$ cat config.mk
export PLATFORM = sky130hd
export DESIGN_NAME = nibble_adder_sequencer
export DESIGN_NICKNAME = d
export VERILOG_FILES = /design/src/rtl/nibble_adder_sequencer.sv
export SDC_FILE = /design/constraint.sdc
export NUM_CORES = 1
export LEC_CHECK = 0
export CAP_MARGIN = 20
export CORE_UTILIZATION = 47
export DETAILED_ROUTE_END_ITERATION = 8
export PLACE_DENSITY = 0.79
export SKIP_CTS_REPAIR_TIMING = 1
export SYNTH_ARGS = -nofsm -noshare
export SYNTH_HDL_FRONTEND = slang
export SYNTH_SLANG_ARGS = --single-unit
$ cat constraint.sdc
create_clock -name clk -period 4.7 [get_ports clk]
set_input_delay 0.705 -clock clk [delete_from_list [all_inputs] [get_ports clk]]
set_output_delay 0.705 -clock clk [all_outputs]
set_load 0.005 [all_outputs]
$ cat src/rtl/nibble_adder_sequencer.sv
// Multi-cycle WIDTH-bit add/subtract built around one external 4-bit adder.
// Operands are captured on an accepted start, then one nibble per clock is
// presented to the adder, LSB first, with the carry registered between passes.
// Subtraction is A + ~B + 1: B is inverted on the way out and the +1 enters as
// the initial carry. A single-cycle done pulse marks the result as valid.
module nibble_adder_sequencer #(
  parameter int unsigned WIDTH = 16
) (
  input  logic             clk,
  input  logic             rst_n,
  input  logic             start,
  input  logic             sub,
  input  logic [WIDTH-1:0] op_a,
  input  logic [WIDTH-1:0] op_b,
  output logic             ready,
  output logic             busy,
  output logic             done,
  output logic [WIDTH-1:0] result,
  output logic             carry_out,
  output logic             overflow,
  output logic [3:0]       adder_a,
  output logic [3:0]       adder_b,
  output logic             adder_c0,
  input  logic [3:0]       adder_s,
  input  logic             adder_c4
);

  localparam int unsigned NIBBLES = WIDTH / 4;
  localparam int unsigned CntW    = (NIBBLES > 1) ? $clog2(NIBBLES) : 1;
  localparam logic [CntW-1:0] LastNib = CntW'(NIBBLES - 1);

  typedef enum logic [1:0] {
    StIdle,
    StRun,
    StDone
  } state_e;

  state_e           state_q, state_d;
  logic [CntW-1:0]  cnt_q, cnt_d;
  logic             carry_q, carry_d;
  logic [WIDTH-1:0] a_q, a_d;
  logic [WIDTH-1:0] b_q, b_d;
  logic             sub_q, sub_d;
  logic [WIDTH-1:0] result_q, result_d;
  logic             carry_out_q, carry_out_d;
  logic             overflow_q, overflow_d;

  logic [3:0]       nib_a;
  logic [3:0]       nib_b;
  logic             run;

  assign run = (state_q == StRun);

  // Select the operand nibbles addressed by the pass counter.
  always_comb begin
    nib_a = '0;
    nib_b = '0;
    for (int k = 0; k < NIBBLES; k++) begin
      if (cnt_q == CntW'(k)) begin
        nib_a = a_q[4*k +: 4];
        nib_b = b_q[4*k +: 4];
      end
    end
  end

  // Drive the shared adder only while running; otherwise keep its inputs quiet.
  always_comb begin
    adder_a  = '0;
    adder_b  = '0;
    adder_c0 = 1'b0;
    if (run) begin
      adder_a  = nib_a;
      adder_b  = nib_b ^ {4{sub_q}};
      adder_c0 = carry_q;
    end
  end

  // Next-state logic: operand capture, per-nibble result assembly, flag update.
  always_comb begin
    state_d     = state_q;
    cnt_d       = cnt_q;
    carry_d     = carry_q;
    a_d         = a_q;
    b_d         = b_q;
    sub_d       = sub_q;
    result_d    = result_q;
    carry_out_d = carry_out_q;
    overflow_d  = overflow_q;

    unique case (state_q)
      StIdle: begin
        if (start) begin
          state_d  = StRun;
          a_d      = op_a;
          b_d      = op_b;
          sub_d    = sub;
          cnt_d    = '0;
          // Initial carry supplies the +1 of the two's-complement negate.
          carry_d  = sub;
          result_d = '0;
        end
      end
      StRun: begin
        for (int k = 0; k < NIBBLES; k++) begin
          if (cnt_q == CntW'(k)) begin
            result_d[4*k +: 4] = adder_s;
          end
        end
        carry_d = adder_c4;
        if (cnt_q == LastNib) begin
          state_d     = StDone;
          cnt_d       = '0;
          carry_out_d = adder_c4;
          // Carry into the MSB recovered from the top nibble's bit-3 sum.
          overflow_d  = adder_c4 ^ (adder_a[3] ^ adder_b[3] ^ adder_s[3]);
        end else begin
          cnt_d = cnt_q + 1'b1;
        end
      end
      StDone: begin
        state_d = StIdle;
      end
      default: begin
        state_d = StIdle;
      end
    endcase
  end

  // State and datapath registers; reset discards any operation in flight.
  always_ff @(posedge clk or negedge rst_n) begin
    if (!rst_n) begin
      state_q     <= StIdle;
      cnt_q       <= '0;
      carry_q     <= 1'b0;
      a_q         <= '0;
      b_q         <= '0;
      sub_q       <= 1'b0;
      result_q    <= '0;
      carry_out_q <= 1'b0;
      overflow_q  <= 1'b0;
    end else begin
      state_q     <= state_d;
      cnt_q       <= cnt_d;
      carry_q     <= carry_d;
      a_q         <= a_d;
      b_q         <= b_d;
      sub_q       <= sub_d;
      result_q    <= result_d;
      carry_out_q <= carry_out_d;
      overflow_q  <= overflow_d;
    end
  end

  // Handshake and result outputs decoded from state and held registers.
  always_comb begin
    ready     = (state_q == StIdle);
    busy      = run;
    done      = (state_q == StDone);
    result    = result_q;
    carry_out = carry_out_q;
    overflow  = overflow_q;
  end

endmodule

Yosys cells after proc, flatten, opt, wreduce, memory -nomap -nowiden
Cells that the tools add are included.
{"block": "op_classes", "n_mux": 25, "eq_ne": 10, "bitwise_logic": 4, "reduce_logical": 11, "add_sub_neg": 1}
{"operator": "4-bit 2-to-1 mux", "count": 14}
{"operator": "16-bit case mux with 2 select lines", "count": 1}
{"operator": "16-bit 2-to-1 mux", "count": 1}
{"operator": "3-bit AND reduction", "count": 4}
{"operator": "2-bit 2-to-1 mux", "count": 4}
{"operator": "2-bit by 1-bit != test with 1-bit output, second input constant", "count": 4}
{"operator": "2-bit case mux with 2 select lines", "count": 2}
{"operator": "2-bit AND reduction", "count": 4}
{"operator": "2-bit equality test, second input constant", "count": 3}
{"operator": "2-bit by 1-bit equality test with 1-bit output, second input constant", "count": 2}
{"operator": "2-bit zero test", "count": 2}
{"operator": "4-bit bitwise XOR", "count": 1}
{"operator": "1-bit bitwise XOR", "count": 3}
{"operator": "2-bit by 1-bit adder with 2-bit output, second input constant", "count": 1}
{"operator": "1-bit 2-to-1 mux", "count": 2}
{"operator": "2-bit != test, second input constant", "count": 1}
{"operator": "1-bit case mux with 2 select lines", "count": 1}
{"operator": "2-bit nonzero test", "count": 1}
{"block": "word_totals", "ff_bits": 56, "output_inout_bits": 30, "input_bits": 41, "word_cells": 63}

Longest topological paths before layout
Gate-level depths: netlist of run 1.
{"block": "logic_depth", "ltp_word": 10, "depth_mapped": 8, "depth_no_buf": 7}

Least setup slack after synthesis of run 1
No wires, ideal clock.
{"block": "synth_path", "path_kind": "register to output", "startpoint": "register cnt_q[1]", "endpoint": "output port adder_b[1]", "stages_incl_launch_ff": 8, "t_arrival_ps": 1589, "path_slack_ps": 2406, "n_path_buf": 1, "required_time_ps": 3995, "path_cell_list": "dfrtp_1 > inv_1 > ha_1 > clkbuf_1 > a221oi_1 > o31ai_1 > xnor2_1 > nor2_1"}
{"block": "synth_between", "elab_chain_len": 7, "word_cells_on_any_way": 10, "classes_between": "3 x eq/ne; 5 x mux; 1 x bitwise; 1 x reduce/logical"}
{"element": "start: declaration", "line": "39", "source": "logic [CntW-1:0] cnt_q, cnt_d;"}
{"element": "start signal: assignment", "line": "143", "source": "cnt_q <= cnt_d;"}
{"element": "2-bit zero test", "line": "59", "source": "if (cnt_q == CntW'(k)) begin"}
{"element": "4-bit 2-to-1 mux (3 in a row)", "line": "59"}
{"element": "4-bit 2-to-1 mux *", "line": "59"}
{"element": "4-bit bitwise XOR *", "line": "73", "source": "adder_b = nib_b ^ {4{sub_q}};"}
{"element": "4-bit 2-to-1 mux *", "line": "71", "source": "if (run) begin"}
{"element": "end: declaration", "line": "22", "source": "output logic [3:0] adder_b,"}
Mark *: on every way between the ends. The rest lies on a longest branch, timed or not.

Worst setup path in the final report of run 1
Same ends and word-level chain as after synthesis.

==> results of run 1 <==
per-layer routing:
metal	routed length [um]	share of wire [%]	up-vias
li1	-	-	1039
met1	2470	45	1025
met2	2760	50	55
met3	194	3.5	5
met4	63	1.1	0
met5	0	0	-
power breakdown:
part	total (mW)	leakage, nW	internal, mW	switching [mW]
Sequential	0.822	0.703	0.694	0.128
Combinational	1.11	0.839	0.577	0.536
Clock	0.268	0.0485	0.107	0.160
Total	2.20	1.59	1.38	0.824
flip-flops by register name, summed over array words and instances (netlist names):
register,cells
a_q,16
b_q,16
result,16
cnt_q,2
state_q,2
carry_out,1
carry_q,1
overflow,1
sub_q,1
cell families after synthesis:
logic type	synth area share, %
xor gates and xnor gates	2.60
and+or+nand+nor	24.5
AOI/OAI and AO/OA	11.2
adders and majority gates	1.96
DFF	55.0
buffers and inverters	3.39
muxes	1.28
worst paths after layout:
path | startpoint | to | slack, ns | cells past startpoint
setup / recovery | cnt_q[1] | adder_b[1] | 1.07 | 8
hold reg to reg | a_q[1] | a_q[1] | 0.48 | 2
min in group asynchronous | rst_n | a_q[14] | 0.50 | 2
max in group asynchronous | rst_n | result[13] | 3.73 | 2
hold / removal | a_q[1] | a_q[1] | 0.48 | 2
setup reg to reg | cnt_q[0] | overflow | 2.19 | 7
stage by stage:
| step | area (um^2) | power [mW] | utilization, % |
|---|---|---|---|
| floorplan | 2550 | 1.50 | - |
| global placement | 3280 | 1.92 | 63.4 |
| detailed placement | 3280 | 1.96 | 63.4 |
| CTS | 3370 | 2.23 | 65.2 |
| global route | 3370 | 2.40 | 65.2 |
| finish | 3370 | 2.20 | 65.2 |
layout by cell type (no fill, tap or decap):
master           netlist  routed
mux2_2                 2       2
nor2b_1                8       8
nor2_1                10      10
inv_2                  1       1
buf_2                  0       1
a22oi_1                1       1
and2_1                 2       2
nand3_1               11      11
nand3b_1               1       1
buf_4                  0       3
clkinv_4               0       1
o21ai_0                2       2
a211oi_2               1       1
nor3_1                 2       2
xnor2_1                4       4
dfrtp_1               56      56
inv_6                  0       1
o31ai_1                5       5
a32o_1                12      12
ha_1                   4       4
xnor3_1                1       1
clkbuf_8               0       5
nand2b_1               1       1
a21oi_2                1       1
nor3b_1                1       1
clkinv_2               0       1
clkdlybuf4s50_1        0      69
nand2_1              112     112
and2b_2                1       1
a211oi_1               1       1
xor2_1                 1       1
and3b_1                1       1
mux2i_1                1       1
inv_1                  3       3
a211o_1                1       1
a21oi_1                6       6
a221oi_1               5       5
worst reg2reg max path, delay by kind of cell, from the launching register on:
family	cells	cell delay [ns]
compound gates	2	0.38
xor+xnor	2	0.56
fa+ha+maj	1	0.64
buf+inv	1	0.11
flops	1	0.45
mux	1	0.27
final cells by class:
type	instances	area [um^2]	share of cell area (%)
tap	70	87.6	2.60
clock buffer	5	68.8	2.04
multi-input combinational	198	1060	31.4
inverter	4	15.0	0.445
clock inverter	3	22.5	0.668
sequential	56	1400	41.5
timing repair buffer	73	718	21.3
==> summary.md, run 1 <==
| Metric | Value |
|---|---|
| Status | completed |
| Syn. warnings | 0 |
| Worst-path maximum fanout | 16 |
| Grt total ovfl | 0 |
| Slowest CP cell | ha_1 |
| Crit path setup slack, layout | between 1 and 1.5 ns |
| Count leader, synth | nand2_1 |
| DIE AREA | roughly 5700 um^2 |
| Busiest grt layer | met2 |
| Max clock buf depth | 2 |
| Post-Syn Area per Cell | between 9 and 10 um^2 |
| Post-Synthesis Cells | about 280 |
| Routed len/inst | approximately 13 um |
| Fin nets | roughly 380 |
| Site row count | 26 |
| Post-DP HPWL | between 3000 and 4000 um |
| Max cap viols | 0 |
| Post-synth EDFFs | 0 |
| Drt drc | 0 |
| Synthesis-stage register bit count | 56 |
| Pre-CTS setup slack | 1.43 ns |
| Met2 Use GR | 36.6% |
| Diode count | 0 |
| Worst Path Arrival | between 2 and 3 ns |
| Pwr dens | 653 nW/um^2 |
| Number of I/O pins | 71 |
| Area grow syn2layout | 32.4% |
| Max stage delay on crit path | ~0.52 ns |
| CTS sink count | 56 |
| Final setup viols | 0 |
| Die Wd | around 76 um |
| 1st-iter DRT viols | ~160 |
| Worst-path clk slew | ~0.1 ns |
| First-pass GRT wire length | between 8000 and 9000 um |
| CP bufs+invs | 2 |
| Async SR Flop Fraction | 100% |
| Worst Hold Margin | between 0.4 and 0.5 ns |
| Final period utilization | 77.2% |
| Max Fclk | ~0.28 GHz |
| Via count | between 2000 and 2500 |
| Worst-margin pin slew | between 0.7 and 0.8 ns |
| Delay-heaviest family, CP | buffers and inverters |
| Clk_lat worst skew | 0.31 ns |
| Core area | between 5000 and 6000 um^2 |
| Finished Layout Cells | approximately 410 |
| Post-DR vias/cell | approximately 5.2 |
| Layout Skew | 0.00817 ns |
| Req. time, crit path | ~4.0 ns |
| DRT Pass-1 Iters | 4 |
| Htree depth | 2 |
| Top cell type's share of synthesized area | a little under three fifths |
| Layout filler cell count | 425 |
| Final setup TNS | 0 ns |
| Number of buffer cells added on primary ports | 70 |
| Hold Fails Final Rpt | 0 |
| Crit Path Class | flip-flop to output pin |
| Initial antenna violation count | 0 |
| Post-route ant nets | 0 |
| Tot GR Track Use | between 20% and 30% |
| Static Leak | roughly 1.6 nW |
| Synth top cells by count | 112 x nand2_1, 56 x dfrtp_1, 16 x clkbuf_1, 12 x a32o_1, 11 x nand3_1 |
| GRT met1 Usage | 27.8% |
| Initial Util | 49.3% |
| Final Max Tran Viols | 0 |
| Post-Syn Area | 2550 um^2 |
| Number of global-route vias before repair | between 1500 and 2000 |
| Largest net degree at the start of global routing | 57 |
| DP Cell Count | between 400 and 500 |
| CTS buffer count | 5 |
| Critical Path, Cell by Cell | inv_1 -> ha_1 -> and2b_2 -> a221oi_1 -> o31ai_1 -> xnor2_1 -> nor2_1 -> clkdlybuf4s50_1 |
| Final Wtd Congestion | roughly 0.77 |
| Die Y | 75.6 um |
| Register area share after synthesis | between 50% and 60% |
| Ratio of cells with drive above 1 in the final layout | 5.31% |
| Area contributors post-synth | dfrtp_1 55%, nand2_1 17%, a32o_1 4.7% |
| Clk root buf | clkbuf_8 |
| Maximum VDD drop | 0.000372 V |
| Syn nets | 320 |
| Worst hold-check path type | flip-flop to flip-flop |
| CTS tree | built |
| Post-route minimum period | 3.63 ns |
| M3 GR Usage | between 3 and 4% |
| CP Launch Type | flip-flop |
| Distinct cells, synth | 32 |
| Post-synth top area cell | dfrtp_1 |
| RSZ-0062 raised after global routing | no |
| Max_slew headroom | between 40% and 50% |
| Critical Path Sink Type | output pin |
| Most used DFF post-synth | dfrtp_1 |
| Routed WL | ~5500 um |
(Power assumes the default switching activity.)
==> run 2, diff against run 1 <==
--- a/config.mk
+++ b/config.mk
@@ -6,9 +6,9 @@
 export NUM_CORES = 1
 export LEC_CHECK = 0
 export CAP_MARGIN = 20
-export CORE_UTILIZATION = 47
+export CORE_UTILIZATION = 43
 export DETAILED_ROUTE_END_ITERATION = 8
-export PLACE_DENSITY = 0.79
+export PLACE_DENSITY = 0.76
 export SKIP_CTS_REPAIR_TIMING = 1
 export SYNTH_ARGS = -nofsm -noshare
 export SYNTH_HDL_FRONTEND = slang
==> constraint.sdc (replaced) <==
create_clock -name clk -period 3.2 [get_ports clk]
set_input_delay 0.48 -clock clk [delete_from_list [all_inputs] [get_ports clk]]
set_output_delay 0.48 -clock clk [all_outputs]
set_load 0.005 [all_outputs]
==> run 2 against run 1 <==
Net effect:
- hold slack got worse by 0.19 ns
- sequential power grew 48%
- critical path depth did not move
- die area rose by 9.1%
- clock skew grew 0.0026 ns
- total power increased by 53%
- global-route usage decreased by 0.67 points
- clock power up 69%
- critical endpoint is now adder_b[0]
- largest cell class unchanged
- combinational power is 52% higher
- cell count up 1.2%
==> summary.md, run 2 (synthesis gave the netlist of run 1 again) <==
| Metric | Value |
|---|---|
| Commonest cells after routing, fill and taps aside | 112 x nand2_1, 69 x clkdlybuf4s50_1, 55 x dfrtp_1 |
| RSZ-0062 raised after global routing | no |
| Max stage delay on crit path | 0.51 ns |
| CTS sink count | 56 |
| Final Wtd Congestion | just under 0.8 |
| Pwr dens | 980 nW/um^2 |
| Clk root buf | clkbuf_8 |
| Maximum VDD drop | ~0.00056 V |
| Post-DR vias/cell | around 5 |
| Final period utilization | slightly above 90% |
| Grt total ovfl | 0 |
| Site row count | 27 |
| CP Launch Type | flip-flop |
| Final setup TNS | 0 ns |
| Slowest CP cell | clkdlybuf4s50_1 |
| Die Y | ~80 um |
| Die Wd | 79.0 um |
| CTS tree | built |
| Status | completed |
| Via count | 2121 |
| Critical Path Sink Type | output pin |
| Pre-CTS setup slack | between 0.4 and 0.5 ns |
| Leading cell type in the layout, fill and taps excluded | nand2_1 |
| Routed WL | between 5000 and 6000 um |
| Max cap viols | 0 |
| Worst-margin pin slew | between 0.8 and 0.9 ns |
| Number of I/O pins | 71 |
| Diode count | 0 |
| DRT Pass-1 Iters | 4 |
| Worst-path maximum fanout | 8 |
| First-pass GRT wire length | 10000 um |
| Initial antenna violation count | 0 |
| Tot GR Track Use | between 20 and 25% |
| Max_slew headroom | about two fifths |
| Drt drc | 0 |
| Initial Util | approximately 45% |
| Area grow syn2layout | 34.8% |
| Htree depth | 2 |
| Post-route minimum period | 2.97 ns |
| Post-route ant nets | 0 |
| Static Leak | about 1.6 nW |
| Core area | around 5600 um^2 |
| Number of buffer cells added on primary ports | 70 |
| Worst-path clk slew | about 0.10 ns |
| Number of global-route vias before repair | 2160 |
| Req. time, crit path | ~2.7 ns |
| Critical Path, Cell by Cell | inv_1 -> ha_2 -> and2b_2 -> a221oi_1 -> o31ai_1 -> xnor2_1 -> nor2_1 -> clkdlybuf4s50_1 |
| Hold Fails Final Rpt | 0 |
| Layout filler cell count | slightly below 500 |
| Ratio of cells with drive above 1 in the final layout | ~7.3% |
| Largest net degree at the start of global routing | ~40 |
| Worst hold-check path type | input port to async pin |
| 1st-iter DRT viols | about 170 |
| Clk_lat worst skew | 0.31 ns |
| Routed len/inst | ~14 um |
| DIE AREA | around 6200 um^2 |
| Layout Utilization | 61.2% |
| Layout Skew | between 0.01 and 0.015 ns |
| Final Max Tran Viols | 0 |
| Max Fclk | ~0.34 GHz |
| Crit Path Class | flip-flop to output pin |
| Fin nets | a little under 400 |
| Post-DP HPWL | between 4000 and 5000 um |
| Worst Path Arrival | between 2 and 2.5 ns |
| Max clock buf depth | 2 |
| Crit path setup slack, layout | between 0.2 and 0.25 ns |
| Final setup viols | 0 |
| CTS buffer count | 5 |
[run 2: changes by cell type in the layout (fill, tap and decap cells not counted)]
| cell | change |
|---|---|
| ha_1 | -2 |
| clkbuf_1 | +1 |
| ha_2 | +2 |
| inv_6 | -1 |
| clkinv_4 | -1 |
| buf_4 | +3 |
| a221oi_1 | -2 |
| dfrtp_2 | +1 |
| bufinv_16 | +1 |
| dfrtp_1 | -1 |
| a221oi_2 | +2 |
[run 2: worst max-delay path, delay by kind of cell (launching register included)]
family	cells	cell delay (ns)
AND/OR/NAND/NOR	2	0.36
AO/OA/AOI/OAI	2	0.45
XOR/XNOR	1	0.14
adder cells (fa/ha/maj)	1	0.24
buffers and inverters	2	0.58
flip-flops	1	0.41
[run 2: through the flow]
step                      total power [mW]  hold slack, ns  cells  area, um^2
after floorplan                       2.21           0.184    275        2550
after global placement                2.84           0.458    406        3310
after detailed placement              2.90           0.464    406        3310
after CTS                             3.36           0.312    414        3410
after global routing                  3.63           0.360    414        3430
final                                 3.36           0.292    414        3430
[run 2: cell type report]
type	count	area (um^2)	share of cell area (%)
clock buffer	6	72.6	2.11
clock inverter	2	35.0	1.02
inverter	4	15.0	0.437
multi-input combinational	198	1080	31.4
sequential	56	1400	40.9
tap	72	90.1	2.62
timing repair buffer	76	741	21.6
[run 2: layer usage]
metal | track usage, % | part of all wire [%] | wire, um | vias to the layer above
met5 | 0 | 0 | 0 | -
met2 | 32.8 | 49 | 2900 | 62
li1 | - | - | - | 1041
met1 | 28.6 | 45 | 2640 | 1012
met3 | 3.33 | 5.4 | 317 | 6
met4 | 6.73 | 1.1 | 63 | 0
[run 2: path summary, 6_finish.rpt]
kind                       startpoint         end  slack, ns  cells past startpoint
max in group asynchronous       rst_n     b_q[11]       2.22                      2
min in group clk              a_q[10]     a_q[10]       0.49                      2
min reg2reg                   a_q[10]     a_q[10]       0.49                      2
max reg2reg                  cnt_q[0]    overflow       0.90                      7
max                          cnt_q[0]  adder_b[0]       0.23                      8
min                             rst_n      a_q[2]       0.29                      1
[run 2: report_power, final]
part | switching, mW | internal [mW] | leakage [nW]
sequential | 0.197 | 1.02 | 0.702
combinational | 0.820 | 0.873 | 0.856
clock | 0.221 | 0.233 | 0.0552
